[src/rtl/agg_pkg.sv]
// Shared definitions for the two-channel aggregator / splitter pair.
// Latency: none (types and constants only).
// Backpressure: not applicable.
package agg_pkg;

  // Burst controller states.
  typedef enum logic [1:0] {
    IDLE  = 2'd0,
    RUN   = 2'd1,
    DRAIN = 2'd2,
    DONE  = 2'd3
  } state_t;

  // Channel-index encoding carried in the tag bit; must match the aggregator.
  localparam logic CH1_TAG = 1'b0;
  localparam logic CH2_TAG = 1'b1;

  // Width of the per-burst word counter.
  localparam int COUNT_WIDTH = 16;

  // The tag sits directly above the payload, so its index equals the payload width.
  function automatic int tag_pos(input int data_width);
    return data_width;
  endfunction

endpackage

[src/rtl/agg_sync_fifo.sv]
// Small synchronous FIFO with head-of-queue read from registered storage.
// Latency: a pushed word is visible at head (empty=0) the cycle after the push.
// Backpressure: push is dropped when full, pop ignored when empty; caller gates both.
module agg_sync_fifo #(
  parameter int WIDTH = 8,
  parameter int DEPTH = 4
) (
  input  logic             clk,
  input  logic             reset,
  input  logic             push,
  input  logic [WIDTH-1:0] push_data,
  input  logic             pop,
  output logic [WIDTH-1:0] head,
  output logic             full,
  output logic             empty
);

  localparam int AW = (DEPTH > 1) ? $clog2(DEPTH) : 1;

  logic [WIDTH-1:0] mem [DEPTH];
  logic [AW-1:0]    wr_ptr;
  logic [AW-1:0]    rd_ptr;
  logic [AW:0]      count;
  logic             do_push;
  logic             do_pop;

  assign do_push = push && !full;
  assign do_pop  = pop && !empty;

  assign full  = (count == (AW+1)'(DEPTH));
  assign empty = (count == '0);
  assign head  = mem[rd_ptr];

  // Storage, pointers and occupancy; pointers wrap naturally since DEPTH is a power of two.
  always_ff @(posedge clk or negedge reset) begin
    if (!reset) begin
      for (int i = 0; i < DEPTH; i++) begin
        mem[i] <= '0;
      end
      wr_ptr <= '0;
      rd_ptr <= '0;
      count  <= '0;
    end else begin
      if (do_push) begin
        mem[wr_ptr] <= push_data;
        wr_ptr      <= wr_ptr + AW'(1);
      end
      if (do_pop) begin
        rd_ptr <= rd_ptr + AW'(1);
      end
      case ({do_push, do_pop})
        2'b10:   count <= count + (AW+1)'(1);
        2'b01:   count <= count - (AW+1)'(1);
        default: count <= count;
      endcase
    end
  end

endmodule

[src/rtl/agg_splitter.sv]
// Steers a tagged aggregated stream into two independently drained output FIFOs per burst.
// Latency: accepted word appears on its channel output one cycle later; done 2 cycles after drain.
// Backpressure: ready low unless running and both FIFOs have space; outputs use valid/ready.
module agg_splitter
  import agg_pkg::*;
#(
  parameter int          DATA_WIDTH = 8,
  parameter logic [15:0] BURST_LEN  = 16'h00FF,
  parameter int          FIFO_DEPTH = 4
) (
  input  logic                  clk,
  input  logic                  reset,
  input  logic                  start,
  input  logic [DATA_WIDTH:0]   DATA_IN,
  input  logic                  valid,
  output logic                  ready,
  output logic [DATA_WIDTH-1:0] DATA_OUT1,
  output logic                  valid_1,
  input  logic                  ready_1,
  output logic [DATA_WIDTH-1:0] DATA_OUT2,
  output logic                  valid_2,
  input  logic                  ready_2,
  output logic                  busy,
  output logic                  done
);

  localparam int TAG_POS = tag_pos(DATA_WIDTH);

  state_t                 state;
  state_t                 state_nxt;
  logic [COUNT_WIDTH-1:0] word_cnt;
  logic                   tag;
  logic [DATA_WIDTH-1:0]  payload;
  logic                   xfer;
  logic                   last_word;
  logic                   push1;
  logic                   push2;
  logic                   pop1;
  logic                   pop2;
  logic                   full1;
  logic                   full2;
  logic                   empty1;
  logic                   empty2;

  assign tag       = DATA_IN[TAG_POS];
  assign payload   = DATA_IN[DATA_WIDTH-1:0];
  assign xfer      = valid && ready;
  assign last_word = (word_cnt == (BURST_LEN - 16'd1));
  assign push1     = xfer && (tag == CH1_TAG);
  assign push2     = xfer && (tag == CH2_TAG);

  assign valid_1 = !empty1;
  assign valid_2 = !empty2;
  assign pop1    = valid_1 && ready_1;
  assign pop2    = valid_2 && ready_2;

  agg_sync_fifo #(
    .WIDTH (DATA_WIDTH),
    .DEPTH (FIFO_DEPTH)
  ) u_fifo1 (
    .clk       (clk),
    .reset     (reset),
    .push      (push1),
    .push_data (payload),
    .pop       (pop1),
    .head      (DATA_OUT1),
    .full      (full1),
    .empty     (empty1)
  );

  agg_sync_fifo #(
    .WIDTH (DATA_WIDTH),
    .DEPTH (FIFO_DEPTH)
  ) u_fifo2 (
    .clk       (clk),
    .reset     (reset),
    .push      (push2),
    .push_data (payload),
    .pop       (pop2),
    .head      (DATA_OUT2),
    .full      (full2),
    .empty     (empty2)
  );

  // Burst state register.
  always_ff @(posedge clk or negedge reset) begin
    if (!reset) begin
      state <= IDLE;
    end else begin
      state <= state_nxt;
    end
  end

  // Next state plus status/handshake outputs; ready depends only on registered state, never on valid.
  always_comb begin
    state_nxt = state;
    ready     = 1'b0;
    busy      = 1'b1;
    done      = 1'b0;
    case (state)
      IDLE: begin
        busy = 1'b0;
        if (start) state_nxt = RUN;
      end
      RUN: begin
        ready = !full1 && !full2;
        if (xfer && last_word) state_nxt = DRAIN;
      end
      DRAIN: begin
        if (empty1 && empty2) state_nxt = DONE;
      end
      DONE: begin
        done      = 1'b1;
        state_nxt = IDLE;
      end
      default: state_nxt = IDLE;
    endcase
  end

  // Word counter: cleared when a burst is launched, advanced on each accepted input word.
  always_ff @(posedge clk or negedge reset) begin
    if (!reset) begin
      word_cnt <= '0;
    end else if ((state == IDLE) && start) begin
      word_cnt <= '0;
    end else if (xfer) begin
      word_cnt <= word_cnt + 16'd1;
    end
  end

endmodule
[config.mk]
export PLATFORM = sky130hd
export DESIGN_NAME = agg_splitter
export DESIGN_NICKNAME = d
export VERILOG_FILES = /design/src/rtl/agg_pkg.sv /design/src/rtl/agg_sync_fifo.sv /design/src/rtl/agg_splitter.sv
export SDC_FILE = /design/constraint.sdc
export NUM_CORES = 1
export LEC_CHECK = 0
export CORE_MARGIN = 4
export CORE_UTILIZATION = 52
export DETAILED_ROUTE_END_ITERATION = 7
export GPL_TIMING_DRIVEN = 0
export PLACE_DENSITY = 0.72
export SKIP_CTS_REPAIR_TIMING = 1
export SLEW_MARGIN = 20
export SYNTH_ARGS = -nofsm -noshare
export SYNTH_HDL_FRONTEND = slang
export SYNTH_SLANG_ARGS = --single-unit
[constraint.sdc]
create_clock -name clk -period 5.05 [get_ports clk]
set_clock_uncertainty 0.05 [all_clocks]
set_input_delay 1.01 -clock clk [delete_from_list [all_inputs] [get_ports clk]]
set_output_delay 1.01 -clock clk [all_outputs]
set_load 0.01 [all_outputs]
* Word-level counts from Yosys, hierarchy flattened
Index checks and enable logic that the tools add are counted.
Storage, ports and cells: register bits 96, bits of input ports 15, output and inout port bits 21, logic and storage cells 98
Operators by class: add/sub/neg operators 9, $lt $le $gt $ge 6, equal/unequal tests 13, mux-type cells 23, bitwise operators 5, reduce and logical (&&, ||, !) cells 26
Operators with widths (number):
- bitwise mux 32 bit | 2
- 2-to-1 mux 8 bit | 6
- binary-select mux 8 bit (select 2 bit) | 2
- demux 8 bit (select 2 bit) | 2
- 2-to-1 mux 16 bit | 2
- adder 16 x 1 -> 16 bit, second input constant | 1
- == test 16 x 8 -> 1 bit, second input constant | 1
- logical AND 1 bit | 15
- >= comparator 3 bit, second input constant | 4
- inverter 2 -> 3 bit | 4
- case mux 3 bit (2 select lines) | 2
- adder 2 x 1 -> 2 bit, second input constant | 4
- == test 2 bit, second input constant | 4
- case mux 2 bit (4 select lines) | 1
- adder 3 x 1 -> 3 bit, second input constant | 2
- == test 2 x 1 -> 1 bit, second input constant | 3
- == test 3 bit, second input constant | 2
- logical NOT 3 bit | 2
- < comparator 3 x 1 -> 1 bit, second input constant | 2
- 2-to-1 mux 2 bit | 3
- != test 2 bit, second input constant | 3
- nonzero test 2 bit | 3
- subtractor 3 x 1 -> 3 bit, second input constant | 2
- logical NOT 1 bit | 4
- other kinds (4) | 6

* Longest topological paths before layout
Gate-level depths: netlist of run 1.
depth after elaboration 9, depth in mapped cells 13, mapped depth without buffers 12

* Cells and area by module
From an unflattened synthesis of run 1, not the netlist that was laid out.
Second synthesis, totals: cell total of the unflattened synthesis 355, area total of the unflattened synthesis 4717.0 um^2
Modules (own cells, without submodules):
- agg_sync_fifo | instances 2, cells each 114, area each 1784.2 um^2, seq. area each 975.9 um^2
- agg_splitter | instances 1, cells each 127, area each 1148.6 um^2, seq. area each 450.4 um^2

* Least setup slack after synthesis of run 1
No wires, ideal clock.
kind input port to flip-flop, start point input valid, end point register u_fifo2.count[1], library setup time 0.083 ns, data arrival time 2.549 ns, required time 4.917 ns, path slack 2.368 ns, stages 9, path buffers 1, path through nand2_1 a211oi_4 and2_1 buf_4 inv_2 ha_1 inv_1 fa_1 o21ai_0
Between the ends: word-level cells in the longest chain between the ends 5, elaborated cells between the ends (all ways) 7, those cells by class 2 x eq/ne; 1 x mux; 4 x reduce/logical
Ends and longest elaborated chain:
- start, declared | RTL line agg_splitter.sv:15 | input logic valid,
- logical AND 1 bit (*) | RTL line agg_splitter.sv:47 | assign xfer = valid && ready;
- logical AND 1 bit (*) | RTL line agg_splitter.sv:50 | assign push2 = xfer && (tag == CH2_TAG);
- logical AND 1 bit (*) | RTL line agg_sync_fifo.sv:27 | assign do_push = push && !full;
- == test 2 x 1 -> 1 bit / == test 2 bit (equally long branches) | RTL line agg_sync_fifo.sv:51 | case ({do_push, do_pop})
- case mux 3 bit (2 select lines) / nonzero test 2 bit (equally long branches)
- end signal, assigned | RTL line agg_sync_fifo.sv:52 | 2'b10: count <= count + (AW+1)'(1);
- end signal, assigned | RTL line agg_sync_fifo.sv:53 | 2'b01: count <= count - (AW+1)'(1);
- end signal, assigned | RTL line agg_sync_fifo.sv:54 | default: count <= count;
- end, declared | RTL line agg_sync_fifo.sv:23 | logic [AW:0] count;
Every way passes the cells marked *; elsewhere a longest branch is shown, timed or not. A chain may end at the register's enable or synchronous reset.

* Worst setup path after layout of run 1
start point register u_fifo2.rd_ptr[0], end point output DATA_OUT2[6]
Between the ends: word-level cells in the longest chain between the ends 4
Ends and longest elaborated chain:
- start, declared | RTL line agg_sync_fifo.sv:22 | logic [AW-1:0] rd_ptr;
- start signal, assigned | RTL line agg_sync_fifo.sv:49 | rd_ptr <= rd_ptr + AW'(1);
- inverter 2 -> 3 bit (not written as such) | RTL line agg_sync_fifo.sv:32 | assign head = mem[rd_ptr];
- binary-select mux 8 bit (select 2 bit) | RTL line agg_sync_fifo.sv:32
- 2-to-1 mux 8 bit (not written as such) (2 in a row) | RTL line agg_sync_fifo.sv:32
- end, declared | RTL line agg_splitter.sv:20 | output logic [DATA_WIDTH-1:0] DATA_OUT2,
Every way passes these cells. The select of a mux whose other input is x is not followed.

==> run metrics, run 1 <==
Setup Viol. Count Final 0; root buf cell clkbuf_8; largest net degree at the start of global routing 73; CP Data Required Time approximately 4000 ps; dpl ws ~1600 ps; register area between 2000 and 2500 sq um; Avg Vias per Cell between 5 and 6; CTS clk-pin slew, worst paths roughly 90 ps; Die Area 10400 sq um; worst r2r path cells 11; fin worst setup slack 1590 ps; Tmin final between 3000 and 4000 ps; Hold Path End u_fifo1.mem[23]; Fin Setup TNS 0 ps; crit-path max FO 10; num rows 34; Wirelength per Cell between 15 and 20 um; worst setup path class flop to primary output; starting DRC count in detailed routing 100; Cell Count Post-Placement between 400 and 500; leading cell type in the layout, fill and taps excluded dfrtp_1; Die Ht 102 um; FF-to-FF End u_fifo2.count[1]; layout cells sized above 1 0.127; R2R setup slack 2280 ps; Met2 Wirelength 3.93 mm; Leakage around 2.4 nW; Antenna Cells 0; Clk network pwr share 0.172; vias in the first global route around 2800; HP Start u_fifo1.mem[23]; WL final 8.03 mm; actual slew at the worst max-slew pin 811 ps; total net switching power roughly 0.0010 W; first-pass GRT wire length between 10 and 15 mm; Max Used Layer met4; Mapped Cells 333; antenna violation net count after detailed routing 0; CP startpoint kind flop; P_int 0.00216 W; Pre-Repair DR Iteration Count 4; Skew-Pair Late Insertion Delay around 350 ps; area of the multi-input gates 2100 sq um; pwr dens around 600 nW/um^2; RSZ-0062 raised after global routing no; worst hold path type flop to flop; clock sink total 96; Mean Syn Cell Area about 14 sq um; Seq pwr share 0.410; Final HPWL DP between 5 and 6 mm; IO Count 36; crit path capture type primary output; Max Cap Viol 0; met1 WL roughly 3.8 mm; Yosys warnings 0; routability cong. ~0.76; core area roughly 8700 sq um; Critical Path AT between 2000 and 2500 ps; Post-Syn Nets about 370; Final Hold Fails 0; Hold Path Cell Cnt 1; combinational share of power 0.418; status finished, final reports clean; total grt overflow 0; VDD IR max ~0.00031 V; CTS tree built; TritonCTS Buffers 9; highest clock rate between 200 and 300 MHz; Final nets about 410; net switching fraction of the power 0.322; routed wl met3 around 240 um; buffers added on ports 35; filler instances about 700; fin cells 493; most frequent cells in the layout dfrtp_1, mux2_1, clkdlybuf4s50_1; fin. max-slew vios 0; fin crit share 0.686; Worst Hold Slack ~440 ps; all-layer global routing usage 0.173; initial antenna violation count 0; H-tree depth 3; Die X 102 um; Slew headroom 0.459; Initial Util 0.532; synthesis-to-layout area growth 15.9%; Crit Reg-Reg Startpoint state[1]; register area share after synthesis 0.520; Max Buffers Root-to-Sink 2; vias about 2700; drt drc 0; flops & latches, synth 96; synthesized area about 4600 sq um; Netlist cell types 38
[through the flow]
step / util / cell area (sq um) / total power (W)
2_1_floorplan: - / 4620 / 0.00216
3_3_place_gp: 0.588 / 5100 / 0.00262
3_5_place_dp: 0.591 / 5130 / 0.00268
4_1_cts: 0.616 / 5350 / 0.00323
5_1_grt: 0.616 / 5350 / 0.00342
6_report: 0.616 / 5350 / 0.00318
[state kept, by name, summed over array words and instances, names as in the netlist]
register	cells
u_fifo1.wr_ptr	2
u_fifo1.rd_ptr	2
u_fifo1.mem	32
u_fifo2.mem	32
u_fifo2.wr_ptr	2
state	2
u_fifo1.count	3
u_fifo2.rd_ptr	2
u_fifo2.count	3
word_cnt	16
[cell type report]
class / count / share of cell area
multi-input cells: 209 / 0.393
repair buffers: 36 / 0.0709
inverters: 17 / 0.0119
plain buffers: 11 / 0.00936
flip-flops and latches: 96 / 0.449
clock inverters: 6 / 0.0171
clock buffers: 10 / 0.0239
well taps: 108 / 0.0253
[worst max-delay path by stage]
stage,startpoint,to,slack (ps),cells after the start
floorplan,valid,u_fifo2.count[1],2370,9
global placement,reset,state[1],-560,1
detailed placement,valid,u_fifo2.count[2],1600,12
CTS,u_fifo1.rd_ptr[0],DATA_OUT1[1],1520,3
global route,u_fifo1.rd_ptr[0],DATA_OUT1[1],1390,3
finish,u_fifo2.rd_ptr[0],DATA_OUT2[6],1590,3
[cell usage after synthesis]
cell type | number | area [sq um]
a2111oi_4 | 1 | 27.5
a211oi_1 | 2 | 15.0
a211oi_4 | 1 | 20.0
a221o_1 | 1 | 10.0
and2_1 | 6 | 37.5
and3_1 | 4 | 25.0
and4_1 | 2 | 17.5
and4b_1 | 1 | 10.0
buf_1 | 3 | 11.3
buf_2 | 1 | 5.00
buf_4 | 2 | 15.0
clkbuf_1 | 5 | 18.8
dfrtp_1 | 96 | 2400
fa_1 | 2 | 40.0
ha_1 | 17 | 213
inv_1 | 15 | 56.3
inv_2 | 2 | 7.51
mux2_1 | 65 | 732
mux2i_1 | 2 | 20.0
mux4_2 | 16 | 360
nand2_1 | 8 | 30.0
nand2_2 | 3 | 18.8
nand2_4 | 4 | 45.0
nand3_1 | 8 | 40.0
nand4_1 | 7 | 43.8
nor2_1 | 20 | 75.1
nor2_2 | 1 | 6.26
nor2b_1 | 1 | 6.26
nor3b_1 | 1 | 7.51
nor3b_2 | 1 | 12.5
nor4_1 | 1 | 6.26
nor4bb_1 | 1 | 10.0
o21ai_0 | 1 | 5.00
o21ai_1 | 2 | 10.0
or2_0 | 1 | 6.26
or3_1 | 2 | 12.5
xnor2_1 | 7 | 61.3
xor2_1 | 20 | 175
[cells by family (layout without fill, tap and decap cells)]
| logic type | after synthesis | count (layout) | share of synthesized area |
|---|---|---|---|
| buffers and inverters | 28 | 80 | 0.0247 |
| adder cells (fa/ha/maj) | 19 | 19 | 0.0548 |
| AND/OR/NAND/NOR | 72 | 72 | 0.0889 |
| AO/OA/AOI/OAI | 8 | 8 | 0.0190 |
| multiplexers | 83 | 83 | 0.241 |
| XOR/XNOR | 27 | 27 | 0.0512 |
| flip-flops | 96 | 96 | 0.520 |
[metal layers]
metal / global-route usage / up-vias
met5: 0 / -
met4: 0.0636 / 0
met3: 0.0246 / 9
met2: 0.284 / 33
met1: 0.236 / 1349
li1: - / 1262
[worst max-delay path, cell delays in order, from the launching register on]
cell and delay, ps:
dfrtp_1 330, clkbuf_1 610, mux4_2 610, clkdlybuf4s50_1 500
[power by group through the flow]
stage / Clock [W] / Sequential [W] / Combinational [W]
final: 0.000546 / 0.00131 / 0.00133
after global routing: 0.000594 / 0.00135 / 0.00148
after CTS: 0.000564 / 0.00131 / 0.00136
after detailed placement: 0 / 0.00132 / 0.00135
after global placement: 0 / 0.00130 / 0.00132
after floorplan: 0 / 0.00126 / 0.000901
(Power assumes the default switching activity.)
==> run 2, diff against run 1 <==
--- a/config.mk
+++ b/config.mk
@@ -9,7 +9,7 @@
 export CORE_UTILIZATION = 52
 export DETAILED_ROUTE_END_ITERATION = 7
 export GPL_TIMING_DRIVEN = 0
-export PLACE_DENSITY = 0.72
+export PLACE_DENSITY = 0.75
 export SKIP_CTS_REPAIR_TIMING = 1
 export SLEW_MARGIN = 20
 export SYNTH_ARGS = -nofsm -noshare
==> constraint.sdc (replaced) <==
create_clock -name clk -period 2.85 [get_ports clk]
set_clock_uncertainty 0.05 [all_clocks]
set_input_delay 0.57 -clock clk [delete_from_list [all_inputs] [get_ports clk]]
set_output_delay 0.57 -clock clk [all_outputs]
set_load 0.01 [all_outputs]
==> run metrics, run 2 (synthesis gave the netlist of run 1 again) <==
leading cell type in the layout, fill and taps excluded dfrtp_1; drt drc 0 (unchanged); synthesis-to-layout area growth 15.1%; Antenna Cells 0 (unchanged); Avg Vias per Cell 5.53 (+2.7%); Skew-Pair Late Insertion Delay 360 ps (about the same); VDD IR max 0.000574 V (+88%); most frequent cells in the layout dfrtp_1, mux2_1, clkdlybuf4s50_1; num rows 34 (unchanged); Max Buffers Root-to-Sink 2 (unchanged); total grt overflow 0 (unchanged); buffers added on ports 35 (unchanged); Pwr Total 0.00550 W (+73%); Leakage 2.38 nW (-0.50%); P_int 0.00365 W (+69%); CTS tree built; crit-path max FO 7 (-3); Wirelength per Cell 16.7 um (+2.7%); IO Count 36 (unchanged); fin crit share 0.949; Die Ht 102 um (unchanged); Max Cap Viol 0 (unchanged); Critical Path AT 2080 ps (-320 ps); vias 2720 (+2.5%); Slew headroom 0.601 (+0.141); clock sink total 96 (unchanged); CTS clk-pin slew, worst paths 110 ps (+20 ps); layout cells sized above 1 0.138 (+0.0107); all-layer global routing usage 0.177 (+0.00363); Initial Util 0.532 (unchanged); pwr dens 1040 nW/um^2 (+74%); CP Data Required Time 2230 ps (-1760 ps); Seq pwr share 0.434 (+0.024); Setup Viol. Count Final 0 (unchanged); Die Area 10400 sq um (unchanged); filler instances 718 (+2.3%); Pre-Repair DR Iteration Count 4 (unchanged); antenna violation net count after detailed routing 0 (unchanged); largest net degree at the start of global routing 51 (-30%); status finished, final reports clean; combinational share of power 0.416 (-0.002); net switching fraction of the power 0.336 (+0.0132); routability cong. 0.793 (+4.2%); WL final 8.23 mm (+2.5%); initial antenna violation count 0 (unchanged); Final nets 413 (-0.24%); TritonCTS Buffers 9 (unchanged); Final Hold Fails 0 (unchanged); Layout Utilization 0.612 (-0.00404); worst setup path class flop to primary output; RSZ-0062 raised after global routing no; Final HPWL DP 5.79 mm (+3.9%); biggest regs u_fifo1.mem: 32 flops, u_fifo2.mem: 32 flops, word_cnt: 16 flops; actual slew at the worst max-slew pin 599 ps (-212 ps); Worst setup startpoint state[1]; highest clock rate between 300 and 400 MHz; vias in the first global route 2890 (+2.3%); worst hold path type input pin to async pin; fin. max-slew vios 0 (unchanged); first-pass GRT wire length 14.1 mm (+1.7%); Die X 102 um (unchanged); Clk network pwr share 0.150 (-0.022); H-tree depth 3 (unchanged); starting DRC count in detailed routing 64 (-36%); CP startpoint kind flop; total net switching power 0.00185 W (+80%); Tmin final 2700 ps; Fin Setup TNS 0 ps (unchanged); root buf cell clkbuf_8; crit path capture type primary output; Crit Reg-Reg Startpoint state[1]; core area 8680 sq um (unchanged)
## run 2: cell types whose count changed in the layout (fill, tap and decap cells not counted)
cell,change
dfrtp_1,-2
ha_2,+1
inv_6,+1
clkbuf_1,-2
clkinvlp_4,-2
dfrtp_2,+2
ha_1,-1
clkinv_4,+3
buf_4,+1
bufinv_16,-2
## run 2: worst max-delay path: stages, from the launching register on
cell and delay, ps:
dfrtp_1 420, inv_1 110, ha_2 260, inv_1 60, a211oi_1 270, clkdlybuf4s50_1 610
## run 2: cell type report
cell class	instances	area [sq um]	area share
clock buffers	10	128	0.0240
well taps	108	135	0.0254
plain buffers	9	42.5	0.00801
clock inverters	6	51.3	0.00965
inverters	17	63.8	0.0120
multi-input cells	209	2100	0.396
repair buffers	37	387	0.0728
flip-flops and latches	96	2400	0.453
## run 2: path summary, 6_finish.rpt
check / cells after the start / slack [ps] / end
max: 5 / 150 / ready
min: 1 / 70 / u_fifo1.mem[25]
max reg2reg: 11 / 320 / u_fifo2.count[1]
min reg2reg: 1 / 430 / u_fifo2.count[2]
max in group asynchronous: 2 / 2040 / word_cnt[7]
min in group clk: 1 / 430 / u_fifo2.count[2]
## run 2: layer usage
layer | part of all wire | global-route usage | routed length [um] | vias up
met5 | 0 | 0 | 0 | -
met4 | 0.010 | 0.0454 | 84 | 0
met3 | 0.039 | 0.0403 | 320 | 6
met2 | 0.50 | 0.301 | 4150 | 36
met1 | 0.45 | 0.230 | 3680 | 1408
li1 | - | - | - | 1270
## run 2: power groups by stage
| stage | registers, W | logic, W | clock network [W] |
|---|---|---|---|
| 2_1_floorplan | 0.00224 | 0.00160 | 0 |
| 3_3_place_gp | 0.00231 | 0.00232 | 0 |
| 3_5_place_dp | 0.00234 | 0.00241 | 0 |
| 4_1_cts | 0.00232 | 0.00241 | 0.000847 |
| 5_1_grt | 0.00249 | 0.00253 | 0.000903 |
| 6_report | 0.00239 | 0.00229 | 0.000825 |
## run 2: stage by stage
step | worst slack, ps | hold WS, ps | cells | instance area (sq um)
floorplan | 439 | 224 | 333 | 4620
global placement | -2310 | 412 | 476 | 5100
detailed placement | -122 | 415 | 477 | 5130
CTS | -237 | 77.5 | 493 | 5310
global route | 11.4 | 88.0 | 492 | 5310
finish | 146 | 69.5 | 492 | 5310
==> run 3, diff against run 2 <==
--- a/config.mk
+++ b/config.mk
@@ -8,7 +8,7 @@
 export CORE_MARGIN = 4
 export CORE_UTILIZATION = 52
 export DETAILED_ROUTE_END_ITERATION = 7
-export GPL_TIMING_DRIVEN = 0
+export GPL_TIMING_DRIVEN = 1
 export PLACE_DENSITY = 0.75
 export SKIP_CTS_REPAIR_TIMING = 1
 export SLEW_MARGIN = 20
==> run metrics, run 3 (synthesis gave the netlist of run 1 again) <==
worst hold path type input pin to async pin; Skew-Pair Late Insertion Delay 360 ps (about the same); IO Count 36 (unchanged); highest clock rate 370 MHz (about the same); drt drc 0 (unchanged); Final HPWL DP 5.80 mm (+0.18%); TritonCTS Buffers 9 (unchanged); Pre-Repair DR Iteration Count 4 (unchanged); Fin Setup TNS 0 ps (unchanged); antenna violation net count after detailed routing 0 (unchanged); Avg Vias per Cell 5.54 (+0.16%); Final Hold Fails 0 (unchanged); status finished, final reports clean; Crit Reg-Reg Startpoint u_fifo2.count[0]; biggest regs u_fifo1.mem: 32 flops, u_fifo2.mem: 32 flops, word_cnt: 16 flops; net switching fraction of the power 0.319 (-0.0163); Clk network pwr share 0.180 (+0.030); actual slew at the worst max-slew pin 582 ps (-16.4 ps); VDD IR max 0.000476 V (-17%); Max Buffers Root-to-Sink 2 (unchanged); Die Ht 102 um (unchanged); Met2 Wirelength 4.17 mm (+0.65%); Leakage 2.41 nW (+1.2%); worst-path cell chain buf_4 > mux4_2 > clkdlybuf4s50_1; Initial Util 0.532 (unchanged); fin crit share 0.948 (about the same); routability cong. 0.783 (-1.2%); synthesis-to-layout area growth 15.9%; initial antenna violation count 0 (unchanged); RSZ-0062 raised after global routing no; vias in the first global route 2923 (+1.1%); Die X 102 um (unchanged); Max Used Layer met4; Tmin final 2700 ps (-2.67 ps); buffers added on ports 35 (unchanged); CP startpoint kind flop; total grt overflow 0 (unchanged); starting DRC count in detailed routing 98 (+53%); clock sink total 96 (unchanged); vias 2691 (-1.1%); met1 WL 3.86 mm (+4.9%); total net switching power 0.00183 W (-0.65%); Critical-path top delay cell mux4_2; WL final 8.48 mm (+3.1%); Finished Cell Area 5350 sq um (+0.66%); all-layer global routing usage 0.181 (+0.00447); Die Area 10400 sq um (unchanged); Max Cap Viol 0 (unchanged); core area 8680 sq um (unchanged); H-tree depth 3 (unchanged); fin. max-slew vios 0 (unchanged); combinational share of power 0.404 (-0.012); FF-to-FF End u_fifo2.count[2]; Antenna Cells 0 (unchanged); CTS tree built; largest stage delay on the critical path 550 ps (-60 ps); layout cells sized above 1 0.138 (-0.000455); CTS clk-pin slew, worst paths 90 ps (-20 ps); crit path capture type primary output; num rows 34 (unchanged); Critical Path AT 2080 ps (about the same); R2R setup slack 470 ps (+150 ps); Seq pwr share 0.417 (-0.017); root buf cell clkbuf_8; largest net degree at the start of global routing 97 (+90%); first-pass GRT wire length 14.5 mm (+2.7%); worst r2r path cells 10 (-1); crit-path max FO 7 (unchanged); pwr dens 1070 nW/um^2 (+3.7%); worst setup path class flop to primary output; Final nets 409 (-0.97%); Setup Viol. Count Final 0 (unchanged); Placed Area 5110 sq um (-0.32%); CP Data Required Time 2230 ps (about the same); routed wl met3 321 um (+0.31%); P_int 0.00391 W (+7.0%); Slew headroom 0.612 (+0.0110); most frequent cells in the layout dfrtp_1, mux2_1, clkdlybuf4s50_1; leading cell type in the layout, fill and taps excluded dfrtp_1; Wirelength per Cell 17.5 um (+4.4%)
[run 3: area by class of cell]
type,instances,area (sq um)
tap,108,135
fill,688,3330
timing repair buffer,42,415
clock inverter,5,106
multi-input combinational,209,2100
clock buffer,9,124
inverter,17,63.8
sequential,96,2400
[run 3: worst max-delay path: cells and delay by family, from the launching register on]
kind / cells / cell delay, ps
flip-flops: 1 / 440
multiplexers: 1 / 550
buffers and inverters: 2 / 740
[run 3: worst max path at each step]
stage                                  from                to  slack, ps
after global routing      u_fifo2.rd_ptr[0]      DATA_OUT2[0]         20
after floorplan                    state[1]  u_fifo2.count[1]        440
final                     u_fifo2.rd_ptr[0]      DATA_OUT2[0]        150
after global placement                valid  u_fifo1.count[2]        310
after detailed placement              valid  u_fifo1.count[2]        240
after CTS                          state[1]             ready         70
[run 3: through the flow]
stage	instances	setup slack [ps]	hold WS (ps)	utilization	total power, W
finish	486	148	191	0.616	0.00574
global route	486	21.7	208	0.616	0.00615
CTS	486	73.6	212	0.616	0.00582
detailed placement	472	245	425	0.589	0.00477
global placement	472	313	412	0.589	0.00464
floorplan	333	439	224	-	0.00383
[run 3: power by group through the flow]
stage               combinational (W)  sequential, W  clock [W]
floorplan                     0.00160        0.00224          0
global placement              0.00226        0.00237          0
detailed placement            0.00235        0.00242          0
CTS                           0.00237        0.00239    0.00106
global route                  0.00255        0.00247    0.00113
finish                        0.00232        0.00239    0.00103
[run 3: layer usage]
metal	global-route usage	up-vias
met5	0	-
met2	0.299	49
met3	0.0498	14
met4	0.0505	0
met1	0.237	1382
li1	-	1246
